===== src/rtl/tomasulo_pkg.sv =====
// Shared constants and state encoding for the architectural-state dump path.
package tomasulo_pkg;

   localparam int unsigned XLEN       = 32;
   localparam int unsigned REG_ADDR_W = 5;

   typedef enum logic [1:0] {
      DUMP_IDLE,
      DUMP_READ,
      DUMP_SEND,
      DUMP_FINISH
   } dump_state_t;

endpackage


===== src/rtl/reg_dump_streamer.sv =====
// Walks the register file once per core_done rising edge and streams {addr, data}
// beats over valid/ready, keeping a wrapping sum of every accepted beat.
module reg_dump_streamer
   import tomasulo_pkg::*;
#(
   parameter int unsigned NUM_REGS = 32,
   parameter int unsigned ADDR_W   = REG_ADDR_W,
   parameter int unsigned DATA_W   = XLEN,
   parameter bit          SKIP_X0  = 1'b0
) (
   input  logic              clk,
   input  logic              reset,
   input  logic              core_done,
   output logic [ADDR_W-1:0] reg_addr,
   input  logic [DATA_W-1:0] reg_data,
   output logic              out_valid,
   input  logic              out_ready,
   output logic [ADDR_W-1:0] out_addr,
   output logic [DATA_W-1:0] out_data,
   output logic              dump_busy,
   output logic              dump_done,
   output logic [DATA_W-1:0] checksum
);

   localparam logic [ADDR_W-1:0] FirstIdx = SKIP_X0 ? ADDR_W'(1) : '0;
   localparam logic [ADDR_W-1:0] LastIdx  = ADDR_W'(NUM_REGS - 1);

   dump_state_t       state_q, state_d;
   logic [ADDR_W-1:0] idx_q;
   logic [ADDR_W-1:0] out_addr_q;
   logic [DATA_W-1:0] out_data_q;
   logic [DATA_W-1:0] checksum_q;
   logic              done_q;
   logic              start;
   logic              beat_fire;
   logic              last_beat;

   assign start     = core_done & ~done_q;
   assign beat_fire = (state_q == DUMP_SEND) & out_ready;
   assign last_beat = (idx_q == LastIdx);

   // idx only moves on start and on an accepted beat, so it doubles as the
   // read address: it shows idx in READ and holds its last value elsewhere.
   assign reg_addr = idx_q;
   assign out_addr = out_addr_q;
   assign out_data = out_data_q;
   assign checksum = checksum_q;

   // Sampled through reset too, so a level held high across reset is not an edge.
   always_ff @(posedge clk) begin
      done_q <= core_done;
   end

   always_ff @(posedge clk) begin
      if (reset) begin
         state_q <= DUMP_IDLE;
      end else begin
         state_q <= state_d;
      end
   end

   always_comb begin
      state_d = state_q;
      unique case (state_q)
         DUMP_IDLE:   if (start) state_d = DUMP_READ;
         DUMP_READ:   state_d = DUMP_SEND;
         DUMP_SEND:   if (beat_fire) state_d = last_beat ? DUMP_FINISH : DUMP_READ;
         DUMP_FINISH: if (!core_done) state_d = DUMP_IDLE;
      endcase
   end

   always_comb begin
      out_valid = 1'b0;
      dump_busy = 1'b0;
      dump_done = 1'b0;
      unique case (state_q)
         DUMP_IDLE:   ;
         DUMP_READ:   dump_busy = 1'b1;
         DUMP_SEND: begin
            dump_busy = 1'b1;
            out_valid = 1'b1;
         end
         DUMP_FINISH: dump_done = 1'b1;
      endcase
   end

   always_ff @(posedge clk) begin
      if (reset) begin
         idx_q      <= '0;
         out_addr_q <= '0;
         out_data_q <= '0;
         checksum_q <= '0;
      end else begin
         unique case (state_q)
            DUMP_IDLE: begin
               if (start) begin
                  idx_q      <= FirstIdx;
                  checksum_q <= '0;
               end
            end
            DUMP_READ: begin
               out_addr_q <= idx_q;
               out_data_q <= reg_data;
            end
            DUMP_SEND: begin
               if (beat_fire) begin
                  checksum_q <= checksum_q + out_data_q;
                  if (!last_beat) idx_q <= idx_q + ADDR_W'(1);
               end
            end
            DUMP_FINISH: ;
         endcase
      end
   end

endmodule


===== config.mk =====
export PLATFORM = sky130hd
export DESIGN_NAME = reg_dump_streamer
export DESIGN_NICKNAME = d
export VERILOG_FILES = /design/src/rtl/tomasulo_pkg.sv /design/src/rtl/reg_dump_streamer.sv
export SDC_FILE = /design/constraint.sdc
export NUM_CORES = 1
export LEC_CHECK = 0
export ABC_AREA = 1
export ABC_CLOCK_PERIOD_IN_PS = 3200
export CAP_MARGIN = 20
export CORE_ASPECT_RATIO = 1.4
export CORE_MARGIN = 8
export CORE_UTILIZATION = 45
export CTS_CLUSTER_SIZE = 12
export DETAILED_ROUTE_END_ITERATION = 10
export PLACE_DENSITY_LB_ADDON = 0.15
export SLEW_MARGIN = 20
export SYNTH_ARGS = -nofsm -noshare
export SYNTH_HDL_FRONTEND = slang
export SYNTH_SLANG_ARGS = --single-unit

===== constraint.sdc =====
create_clock -name clk -period 3.2 [get_ports clk]
set_input_delay 0.48 -clock clk [delete_from_list [all_inputs] [get_ports clk]]
set_output_delay 0.48 -clock clk [all_outputs]
set_load 0.05 [all_outputs]

==> run metrics <==
post-route cell area=6710 um^2; Num CTS Buffers=9; outcome=finished clean; worst setup path end=out_valid; most frequent cells after synthesis=nand2_1 (266), inv_1 (127), nor2_1 (114); Fin Setup TNS=0 ns; Core Util, Final=59.5%; # IOs=113; vias in the first global route=5325; placed instance area=~6400 um^2; total global-route track usage=20.2%; layout cells sized above 1=about 4.0%; global-route wire length before repair=24.9 mm; worst-path fanout max=8; clk_lat worst skew=0.34 ns; post-detail-place hpwl=about 12 mm; Crit path required time=2.72 ns; Core Region=11300 um^2; area leader, netlist=dfxtp_1; RR Startpoint=state_q[0]; terminus of the critical flop-to-flop path=reg_addr[3]; setup bufs post-CTS=0; CP Launch Type=flop; syn_area_per_cell=6.09 um^2; DRC viols=0; Rows=46; Yosys cell types=31; Vias/cell=4.93; final hold vios=0; worst hold margin=0.482 ns; vias=5466; Mapped Nets=927; crit path from=state_q[0]; worst-case reg-to-reg path depth=5; Clock Skew=0.00759 ns; Top FF cell, synth=dfxtp_1; pwr dens=655 nW/um^2; PostCTS Resize Cnt=0; H-tree depth=3; Period minus WS final=2.56 ns; Mapped Area=5180 um^2; clock buffer depth=2; CTS tree=done; DR WL/cell=13.7 um; Overflow after GRT=0; Leakage=3.30 nW; DR iter-0 viols=roughly 220; die width=107 um; Async S/R FF share, synth=0%; I/O Buffers=112; YS warnings=0; wirelength, routed=15.2 mm; Setup CP Type=flop to output port; R2R Setup Slk=1.03 ns; Slew HR=35.0%; Post-synth EDFFs=0; Max Cap Viol=0; RSZ-0062 raised after global routing=false; Worst Hold Class=flop to flop; DIE HEIGHT=~140 um; antenna fix cells=0; DRT antenna net count=0; Fillers=1191; CP Capture Type=output port; Layout area overhead=29.4%; first-pass detailed-route iteration total=5; Seq cells post-synth=77; Worst VDD drop=0.000489 V; Final Slew Violations=0; GPL Wtd Cong=0.928; Post-CTS Hold Fix Bufs=0; root buffer cell=clkbuf_16; register area share after synthesis=29.7%; initial antenna violation count=0; worst-margin pin slew=0.972 ns; nets=1035; Setup violations, final=0; largest net degree at the start of global routing=40; clk sink count=77; top-area cell type share of the netlist area=29.7%; cell count after synthesis=852; die area=15300 um^2; top post-synthesis cells by area=dfxtp_1 (30%), nand2_1 (19%), inv_1 (9.2%); most numerous cell in the Yosys netlist=nand2_1; maximum clock rate=391 MHz; Final period util=79.9%; initial core utilization=~46%; hold-critical path depth=2; Crit path arrival time=2.08 ns; clock-pin slew of the registers on the worst-case setup and hold paths=approximately 0.060 ns
[report_power, final]
group | switching, mW | internal, mW | total [mW]
Sequential | 0.147 | 1.14 | 1.29
Combinational | 1.44 | 0.653 | 2.10
Clock | 0.416 | 0.592 | 1.01
Total | 2.01 | 2.39 | 4.40
[worst max-delay path, stage by stage (launching register included)]
cell and delay, ns:
dfxtp_1 0.34, inv_1 0.13, ha_1 0.38, clkdlybuf4s50_1 0.88
[layer usage]
| metal | vias to the layer above | wire length, um | GRT usage [%] |
|---|---|---|---|
| met5 | - | 0 | 0 |
| met1 | 2418 | 6110 | 21.2 |
| met4 | 0 | 369 | 8.85 |
| met3 | 28 | 840 | 4.38 |
| li1 | 2893 | - | - |
| met2 | 127 | 7850 | 37.4 |
[worst min-delay path by stage]
stage | start | end | slack [ns]
floorplan | state_q[1] | state_q[1] | 0.48
global route | checksum[23] | checksum[23] | 0.50
detailed placement | checksum[0] | checksum[0] | 0.47
CTS | checksum[0] | checksum[0] | 0.48
global placement | checksum[0] | checksum[0] | 0.47
finish | checksum[0] | checksum[0] | 0.48
[cells by family (layout without fill, tap and decap cells)]
family / count (synthesis) / in the layout / synth area share, %
fa+ha+maj: 39 / 39 / 9.56
simple gates: 450 / 450 / 34.9
xor+xnor: 1 / 1 / 0.169
flops: 77 / 77 / 29.7
compound gates: 132 / 132 / 13.8
buf+inv: 153 / 266 / 11.8
[cell usage in the layout (no fill, tap or decap), drive strengths merged]
cell type      count
a211oi             2
o21bai             3
nor2             115
nand3             50
fa                 1
nor3               6
buf                5
ha                38
nand3b             4
xor2               1
or2                3
o22ai              2
nand2            267
clkdlybuf4s50    112
nand4              4
clkbuf            12
a21o               2
clkinv             4
clkinvlp           1
dfxtp             77
a21oi             70
o21ai             53
nor3b              1
inv              132
[stage by stage]
stage                     total power, mW  instances  setup WS [ns]
after floorplan                      2.81        852           1.00
after global placement               3.41       1093          0.927
after detailed placement             3.43       1093          0.889
after CTS                            4.44       1109          0.635
after global routing                 4.66       1109          0.550
final                                4.40       1109          0.643
[cell type report]
type                       count  area, um^2  share of cell area [%]
inverter                     133         500                    7.46
sequential                    77        1540                    23.0
tap                          144         180                    2.69
multi-input combinational    622        3030                    45.2
clock buffer                  12         267                    3.97
clock inverter                 4        30.0                   0.448
timing repair buffer         117        1160                    17.3
[sequential cells by signal, summed over array words and instances, names as in the netlist]
signal    cells
checksum     32
out_data     32
out_addr      5
reg_addr      5
state_q       2
done_q        1
Note: power is estimated with default switching activity, not from simulation.
